File: config.mk
export PLATFORM = sky130hd
export DESIGN_NAME = smult_acc_flat
export DESIGN_NICKNAME = d
export VERILOG_FILES = /design/src/rtl/smult_acc_if.sv /design/src/rtl/smult_acc.sv /design/src/flat_wrapper.sv
export SDC_FILE = /design/constraint.sdc
export NUM_CORES = 1
export LEC_CHECK = 0
export ABC_CLOCK_PERIOD_IN_PS = 3400
export BUFFER_PORTS_ARGS = -buffer_cell sky130_fd_sc_hd__buf_4
export CAP_MARGIN = 20
export CORE_MARGIN = 4
export CORE_UTILIZATION = 38
export CTS_BUF_LIST = sky130_fd_sc_hd__clkbuf_16
export DETAILED_ROUTE_END_ITERATION = 10
export PLACE_DENSITY = 0.59
export SYNTH_ARGS = -nofsm -noshare
export SYNTH_HDL_FRONTEND = slang
export SYNTH_SLANG_ARGS = --single-unit
File: constraint.sdc
create_clock -name clk -period 3.4 [get_ports clk]
set_clock_uncertainty 0.05 [all_clocks]
set_input_delay 0 -clock clk [delete_from_list [all_inputs] [get_ports clk]]
set_output_delay 0 -clock clk [all_outputs]
set_load 0.01 [all_outputs]
File: src/rtl/smult_acc_if.sv
`default_nettype none
// ============================================================================
//  Module      : smult_acc_if
//  Description : Bundle of signals between the shift-add multiplier,
//                the product accumulator and the consumer of the group sum.
//                  master : environment side (drives products, clr, sum_ready)
//                  slave  : smult_acc side (drives prod_ready, sum, sum_valid,
//                           ovf, cnt)
//  Ports       : clr, prod_valid, prod[7:0], prod_ready,
//                sum[ACC_WIDTH-1:0], sum_valid, sum_ready, ovf, cnt[3:0]
//  Revision    : 1.0  initial release
// ============================================================================
interface smult_acc_if #(
  parameter int ACC_WIDTH = 12
);
  logic                 clr;
  logic                 prod_valid;
  logic [7:0]           prod;
  logic                 prod_ready;
  logic [ACC_WIDTH-1:0] sum;
  logic                 sum_valid;
  logic                 sum_ready;
  logic                 ovf;
  logic [3:0]           cnt;

  modport master (
    output clr, prod_valid, prod, sum_ready,
    input  prod_ready, sum, sum_valid, ovf, cnt
  );

  modport slave (
    input  clr, prod_valid, prod, sum_ready,
    output prod_ready, sum, sum_valid, ovf, cnt
  );
endinterface
`default_nettype wire

File: src/rtl/smult_acc.sv
`default_nettype none
// ============================================================================
//  Module      : smult_acc
//  Description : Sums N_TERMS consecutive 8-bit products from the shift-add
//                multiplier into a saturating dot-product accumulator and
//                presents the result on a valid/ready port. The upstream
//                multiplier is stalled (prod_ready low) while a finished sum
//                waits to be taken.
//  Ports       : clk    - clock, rising edge
//                reset  - asynchronous, active-high reset
//                bus    - smult_acc_if.slave (clr, product input handshake,
//                         sum output handshake, ovf flag, accepted count)
//  Revision    : 1.0  initial release
// ============================================================================
module smult_acc #(
  parameter int N_TERMS   = 4,
  parameter int ACC_WIDTH = 12
) (
  input  wire            clk,
  input  wire            reset,
  smult_acc_if.slave     bus
);

  localparam int         C_PAD  = ACC_WIDTH + 1 - 8;
  localparam logic [3:0] C_LAST = 4'(N_TERMS - 1);

  typedef enum logic [0:0] {
    ST_ACC  = 1'b0,
    ST_HOLD = 1'b1
  } state_t;

  state_t               r_state;
  logic [ACC_WIDTH-1:0] r_acc;
  logic [3:0]           r_cnt;
  logic [ACC_WIDTH-1:0] r_sum;
  logic                 r_sum_valid;
  logic                 r_ovf;
  logic                 r_ovf_acc;

  logic [ACC_WIDTH:0]   w_add;
  logic                 w_carry;
  logic [ACC_WIDTH-1:0] w_result;

  // One extra bit catches the wrap; on carry the partial sum pins to all ones.
  assign w_add    = {1'b0, r_acc} + {{C_PAD{1'b0}}, bus.prod};
  assign w_carry  = w_add[ACC_WIDTH];
  assign w_result = w_carry ? {ACC_WIDTH{1'b1}} : w_add[ACC_WIDTH-1:0];

  always_ff @(posedge clk or posedge reset) begin
    if (reset) begin
      r_state     <= ST_ACC;
      r_acc       <= '0;
      r_cnt       <= '0;
      r_sum       <= '0;
      r_sum_valid <= 1'b0;
      r_ovf       <= 1'b0;
      r_ovf_acc   <= 1'b0;
    end else if (bus.clr) begin
      // Discards both a partial group and any sum waiting in HOLD.
      r_state     <= ST_ACC;
      r_acc       <= '0;
      r_cnt       <= '0;
      r_sum       <= '0;
      r_sum_valid <= 1'b0;
      r_ovf       <= 1'b0;
      r_ovf_acc   <= 1'b0;
    end else begin
      case (r_state)
        ST_ACC: begin
          if (bus.prod_valid) begin
            if (r_cnt == C_LAST) begin
              r_sum       <= w_result;
              r_ovf       <= r_ovf_acc | w_carry;
              r_sum_valid <= 1'b1;
              r_acc       <= '0;
              r_cnt       <= '0;
              r_ovf_acc   <= 1'b0;
              r_state     <= ST_HOLD;
            end else begin
              r_acc       <= w_result;
              r_cnt       <= r_cnt + 4'd1;
              r_ovf_acc   <= r_ovf_acc | w_carry;
            end
          end
        end
        ST_HOLD: begin
          // Products arriving here are dropped: prod_ready is low.
          if (bus.sum_ready) begin
            r_sum_valid <= 1'b0;
            r_ovf       <= 1'b0;
            r_state     <= ST_ACC;
          end
        end
        default: begin
          r_state     <= ST_ACC;
          r_sum_valid <= 1'b0;
        end
      endcase
    end
  end

  assign bus.prod_ready = (r_state == ST_ACC);
  assign bus.sum        = r_sum;
  assign bus.sum_valid  = r_sum_valid;
  assign bus.ovf        = r_ovf;
  assign bus.cnt        = r_cnt;

endmodule
`default_nettype wire
File: src/flat_wrapper.sv
// flat-port wrapper written by rule: the top's interface ports become plain ports
module smult_acc_flat 
#(
  parameter int N_TERMS   = 4,
  parameter int ACC_WIDTH = 12
)
  (clk, reset, bus_clr, bus_prod_valid, bus_prod, bus_sum_ready, bus_prod_ready, bus_sum, bus_sum_valid, bus_ovf, bus_cnt);
  smult_acc_if #(.ACC_WIDTH(ACC_WIDTH)) bus_i ();
  input  wire clk;
  input  wire reset;
  input wire logic [$bits(bus_i.clr)-1:0] bus_clr;
  input wire logic [$bits(bus_i.prod_valid)-1:0] bus_prod_valid;
  input wire logic [$bits(bus_i.prod)-1:0] bus_prod;
  input wire logic [$bits(bus_i.sum_ready)-1:0] bus_sum_ready;
  output wire logic [$bits(bus_i.prod_ready)-1:0] bus_prod_ready;
  output wire logic [$bits(bus_i.sum)-1:0] bus_sum;
  output wire logic [$bits(bus_i.sum_valid)-1:0] bus_sum_valid;
  output wire logic [$bits(bus_i.ovf)-1:0] bus_ovf;
  output wire logic [$bits(bus_i.cnt)-1:0] bus_cnt;
  assign bus_i.clr = bus_clr;
  assign bus_i.prod_valid = bus_prod_valid;
  assign bus_i.prod = bus_prod;
  assign bus_i.sum_ready = bus_sum_ready;
  assign bus_prod_ready = bus_i.prod_ready;
  assign bus_sum = bus_i.sum;
  assign bus_sum_valid = bus_i.sum_valid;
  assign bus_ovf = bus_i.ovf;
  assign bus_cnt = bus_i.cnt;
  smult_acc #(.N_TERMS(N_TERMS), .ACC_WIDTH(ACC_WIDTH)) u_core (.clk(clk), .reset(reset), .bus(bus_i));
endmodule
==> results of run 1 <==
critical path: cells and delay by family (launching register included):
| family | cells | cell delay, ps |
|---|---|---|
| AND/OR/NAND/NOR | 1 | 170 |
| flip-flops | 1 | 370 |
| adder cells (fa/ha/maj) | 2 | 640 |
| AO/OA/AOI/OAI | 5 | 1120 |
metal layers:
| metal | wire [um] | GRT usage [%] | vias to the layer above |
|---|---|---|---|
| li1 | - | - | 727 |
| met3 | 275 | 5.673 | 10 |
| met5 | 0 | 0 | - |
| met4 | 88 | 5.825 | 0 |
| met1 | 1867 | 20.56 | 674 |
| met2 | 1749 | 25.12 | 39 |
final cells by class:
class | count | share of cell area, %
flip-flops and latches | 32 | 36.85
clock buffers | 5 | 5.757
repair buffers | 35 | 12.44
multi-input cells | 146 | 41.45
inverters | 3 | 0.5181
well taps | 52 | 2.994
final timing paths:
| check | startpoint | to | slack (ps) | cells after the start |
|---|---|---|---|---|
| max in group asynchronous | reset | u_core.r_state | 2680 | 4 |
| worst max-delay path | u_core.r_acc[0] | u_core.r_acc[9] | 940 | 8 |
| worst max register to register | u_core.r_acc[0] | u_core.r_acc[9] | 940 | 8 |
| worst min-delay path | bus_prod_valid | u_core.bus.cnt[1] | 8 | 4 |
| min in group asynchronous | reset | u_core.bus.cnt[3] | 320 | 4 |
| worst min register to register | u_core.bus.sum[1] | u_core.bus.sum[1] | 430 | 2 |
report_power, final:
part | switching (mW) | internal, mW | total, mW
Combinational | 0.105 | 0.0766 | 0.181
Sequential | 0.0131 | 0.399 | 0.413
Clock | 0.146 | 0.258 | 0.403
synthesized netlist by cell type:
cell,count,area share (%)
and2_1,2,0.72
nor3_1,6,1.7
nor2_1,16,3.4
or2_2,2,0.72
inv_1,3,0.65
nand4b_1,1,0.50
a41oi_1,1,0.50
nor4_1,1,0.36
o21ai_2,1,0.50
buf_1,1,0.22
o21a_1,1,0.43
clkbuf_1,4,0.86
nor2b_4,1,0.79
nor4_2,1,0.72
o211ai_2,1,0.72
o31ai_1,1,0.43
xor2_1,3,1.5
xnor2_1,3,1.5
o221a_4,1,1.1
a311oi_1,1,0.50
o21ai_0,22,6.3
a21o_1,4,1.7
a21oi_1,14,4.0
fa_1,1,1.1
o21bai_1,1,0.43
nor2b_1,2,0.72
mux2i_1,1,0.57
nand4_1,1,0.36
dfrtp_1,32,46
a22o_1,3,1.5
buf_6,1,0.65
a211oi_1,2,0.86
nand2_1,31,6.7
ha_1,9,6.5
or3_1,2,0.72
nor3b_1,3,1.3
nor3_2,1,0.57
nand3_1,1,0.29
nand2b_1,4,1.4
a31oi_1,1,0.36
repair_timing:
action / 4_1_cts / 5_1_grt
hold buffers: 3 / 0
hold endpoints to repair: 39 / 0
buffers inserted: 0 / 0
per-stage QoR:
| stage | setup slack, ps | utilization, % | hold WS, ps |
|---|---|---|---|
| final | 938.0 | 49.57 | 7.777 |
| after global routing | 837.9 | 49.57 | 43.69 |
| after CTS | 928.6 | 49.57 | 3.969 |
| after detailed placement | 952.6 | 46.03 | 76.12 |
| after global placement | 979.4 | 46.03 | 77.90 |
| after floorplan | 1091 | - | 66.20 |
registers in the layout (all words and copies together) (netlist names):
name,cells
u_core.r_state,1
u_core.bus.sum,12
u_core.bus.sum_valid,1
u_core.bus.cnt,4
u_core.r_acc,12
u_core.bus.ovf,1
u_core.r_ovf_acc,1
cell families after synthesis:
group | after synthesis
XOR/XNOR | 6
buffers and inverters | 9
multiplexers | 1
adder cells (fa/ha/maj) | 10
flip-flops | 32
AND/OR/NAND/NOR | 75
AO/OA/AOI/OAI | 54
==> impl_metrics.tcl, run 1 <==
set metrics [dict create \
    antenna_cells 0 \
    worstMarginPinSlew_ps 983.6 \
    relSlewSlack_pct 34.18 \
    synth-seq-cells 32 \
    hold_path_class "input pin to flip-flop" \
    hold_viol 0 \
    drive_above_1_share_pct 20.36 \
    maxSlewViolCount 0 \
    syn-cell-area_um2 1743 \
    grt_max_degree 33 \
    vias_per_cell 5.311 \
    max_freq_mhz 406.2 \
    cts.sinks 32 \
    post_cts_resized 0 \
    io_pins 32 \
    syn_inst 187 \
    total_power_mw 0.9971 \
    grt_overflow 0 \
    cap_violations 0 \
    grt.total_usage_pct 16.07 \
    drc 0 \
    drt_wl_total_um 3981 \
    ys.warnings.count 0 \
    synth-adder-area-share_pct 7.609 \
    initial_core_util_pct 39.75 \
    cts_buffers 5 \
    nets 246 \
    setup_viol 0 \
    synth_top_family_by_area "simple AND/OR/NAND/NOR gates" \
    synth.mux.area_fraction_pct 0.5743 \
    portBuffers 31 \
    wl_per_cell_um 14.58 \
    fin_crit_sh_pct 72.41 \
    critPathSlowestCell "fa_1" \
    first_iter_violations 75 \
    placed_cells 265 \
    power.leakage_nw 1.032 \
    cp_max_fo 12 \
    fin_area_um2 2173 \
    yosysSeqAreaShare_pct 45.94 \
    antenna_found_initial 0 \
    synth_compound_area_share_pct 19.45 \
    clock_latency_ps 270 \
    status "complete, no violations" \
    synth_xor_area_share_pct 3.015 \
    dpl_cell_area_um2 2018 \
    gp_congestion 0.7912 \
    htreeDepth 2 \
    critPathMaxStageDelay_ps 430 \
    rsz0062_at_grt "false" \
    crit_arrival_ps 2570 \
    grt_pass1_vias 1486 \
    dp_hpwl_um 2807 \
    critical_path_class "flip-flop to flip-flop" \
    syn_area_per_cell_um2 9.320 \
    yosysUniqueCellTypes 40 \
    crit_chain "ha_1 -> fa_1 -> a211oi_1 -> o21ai_2 -> o221a_4 -> nor2b_4 -> o21bai_1 -> a22o_1" \
    final_cells 273 \
    finalSetupTns_ps 0 \
    die_area_um2 5734 \
    ant_nets 0 \
    ir_drop_uv 319.3 \
    area_delta_synth_final_pct 24.69 \
    cts_tree "built" \
    num_rows 24 \
    p_per_area_nw_per_um2 458.8 \
    layout_common_cells "buf_4, dfrtp_1, nand2_1, o21ai_0, nor2_1" \
    dr.pass1.iters 4 \
    vias 1450 \
    die_x_um 75.73 \
    endpoint_kind "flip-flop" \
    cts_buffer_depth 2 \
    crit_required_ps 3510 \
    period_minus_slack_ps 2462 \
    die_height_um 75.73 \
    yosys.area_share.simple_pct 21.03 \
    clk_pin_slew_ps 50 \
    multiInputGateArea_um2 900.9 \
    cts-root-buf "clkbuf_16" \
    fillerInstances 424 \
    coreArea_um2 4384 \
    seq_area_um2 800.8 \
    start_kind "flip-flop" \
    grt_pass1_wl_um 6851 \
    synth_nets 210 \
]
No activity file was read; power rests on OpenSTA's default activity.
==> run 2: changes to the inputs <==
ABC_AREA = 1   (was not set)
ABC_CLOCK_PERIOD_IN_PS = 2500   (was 3400)
PLACE_DENSITY = 0.58   (was 0.59)
clock period = 2.5 ns   (was 3.4 ns; I/O delays follow)
==> impl_metrics.tcl, run 2 <==
set metrics [dict create \
    worstMarginPinSlew_ps 485.9 \
    io_pins 32 \
    cts_tree "built" \
    area_delta_synth_final_pct 23.48 \
    maxSlewViolCount 0 \
    gp_congestion 0.8177 \
    yosys-top-cells-area "dfrtp_1, nand2_1, inv_1" \
    ys.warnings.count 0 \
    clock_latency_ps 280 \
    grt_max_degree 33 \
    max_freq_mhz 495.4 \
    syn-cell-area_um2 1951 \
    dr.pass1.iters 5 \
    htreeDepth 2 \
    rr_startpoint "u_core.r_acc[0]" \
    crit_path_end "u_core.bus.sum[1]" \
    portBuffers 31 \
    synth_flop_cell "dfrtp_1" \
    yosysTopAreaCellShare_pct 41.05 \
    drive_above_1_share_pct 21.38 \
    async_flop_share_pct 100.0 \
    grt_pass1_wl_um 7852 \
    num_rows 25 \
    synth_nets 276 \
    layout_common_cells "nand2_1, inv_1, buf_4, dfrtp_1" \
    ir_drop_uv 303.3 \
    hold_viol 0 \
    finalSetupTns_ps 0 \
    fin_util_pct 49.68 \
    synth_top_cell_by_area "dfrtp_1" \
    post_cts_resized 0 \
    power.leakage_nw 1.388 \
    endpoint_kind "flip-flop" \
    relSlewSlack_pct 67.57 \
    crit_required_ps 2610 \
    rr_endpoint "u_core.bus.sum[1]" \
    grt.total_usage_pct 15.83 \
    setup_viol 0 \
    start_kind "flip-flop" \
    crit_start "u_core.r_acc[0]" \
    cts_buffer_depth 2 \
    fin_crit_sh_pct 80.74 \
    rsz0062_at_grt "false" \
    layout_commonest_cell "nand2_1" \
    syn_area_per_cell_um2 7.710 \
    drt_wl_total_um 4346 \
    status "complete, no violations" \
    synth-edff-count 0 \
    grt_overflow 0 \
    nets 312 \
    yosysMostFrequentCell "nand2_1" \
    hold_path_class "input pin to flip-flop" \
    ant_nets 0 \
    yosysSeqAreaShare_pct 41.05 \
    vias 1642 \
    r2r_slack_ps 480 \
    period_minus_slack_ps 2019 \
    antenna_found_initial 0 \
    p_per_area_nw_per_um2 653.5 \
    clk_pin_slew_ps 60 \
    die_height_um 79.65 \
    grt_pass1_vias 1689 \
    die_area_um2 6343 \
    antenna_cells 0 \
    dp_hpwl_um 3263 \
    critical_path_class "flip-flop to flip-flop" \
    synth_commonest_cells "nand2_1, inv_1, dfrtp_1" \
    cap_violations 0 \
    vias_per_cell 4.599 \
    first_iter_violations 123 \
    cp_max_fo 11 \
    hold_depth 4 \
    fillerInstances 505 \
    initial_core_util_pct 40.23 \
    cts.sinks 32 \
    syn_inst 253 \
    synth-seq-cells 32 \
    crit_arrival_ps 2130 \
    r2r_cells 9 \
    cts-root-buf "clkbuf_16" \
    cts_buffers 5 \
    wl_per_cell_um 12.17 \
    drc 0 \
    yosysUniqueCellTypes 32 \
    coreArea_um2 4848 \
    die_x_um 79.65 \
]
[run 2: per-stage QoR]
| stage | cell area [um2] | setup slack [ps] | instances | hold slack (ps) | power [mW] |
|---|---|---|---|---|---|
| global placement | 2236 | 529.9 | 348 | 76.83 | 0.9032 |
| floorplan | 1951 | 639.0 | 253 | 66.20 | 0.8108 |
| global route | 2409 | 340.5 | 357 | 63.18 | 1.663 |
| detailed placement | 2236 | 475.0 | 348 | 73.16 | 0.9043 |
| CTS | 2409 | 459.9 | 357 | 20.82 | 1.594 |
| finish | 2409 | 481.5 | 357 | 9.462 | 1.574 |
[run 2: timing repair]
action	CTS	global route
hold buffers	1	0
endpoints found under the hold margin	32	0
buffers inserted	0	0
[run 2: cell families after synthesis]
group | after synthesis | synth area share (%)
simple gates | 143 | 32.97
flops | 32 | 41.05
mux | 1 | 0.5132
fa+ha+maj | 10 | 6.799
xor+xnor | 3 | 1.347
compound gates | 23 | 8.018
buf+inv | 41 | 9.301
[run 2: area by class of cell]
type                       instances  area [um2]  area share [%]
multi-input combinational        180       968.4           40.21
sequential                        32       800.8           33.25
timing repair buffer              34       257.7           10.70
inverter                          36       135.1           5.610
clock buffer                       5       125.1           5.195
tap                               67       83.83           3.481
clock inverter                     3       37.54           1.558
[run 2: worst min-delay path by stage]
stage,from,endpoint,slack (ps)
floorplan,reset,u_core.bus.cnt[0],70
global placement,reset,u_core.bus.sum[7],80
detailed placement,reset,u_core.bus.sum[4],70
CTS,bus_clr,u_core.bus.cnt[1],20
global route,bus_clr,u_core.bus.cnt[2],60
finish,bus_clr,u_core.bus.cnt[1],9
[run 2: layer usage]
layer / global-route usage [%] / routed length (um) / vias to the layer above / part of all wire, %
li1: - / - / 866 / -
met1: 19.89 / 1962 / 732 / 45
met2: 27.13 / 2115 / 38 / 49
met3: 3.725 / 227 / 6 / 5.2
met4: 4.124 / 40 / 0 / 0.92
met5: 0 / 0 / - / 0
[run 2: where the power goes]
part	switching [mW]	internal, mW	total [mW]
registers	0.0223	0.547	0.570
logic	0.198	0.124	0.322
clock network	0.219	0.463	0.682
total	0.440	1.13	1.57
[run 2: critical path, cell delays in order, from the launching register on]
cell	delay [ps]
dfrtp_1	380
ha_1	220
fa_1	430
nand3_2	120
nand2_2	70
nand2_2	80
nand2_4	60
nand2_4	190
nand2_1	110
a22o_1	180
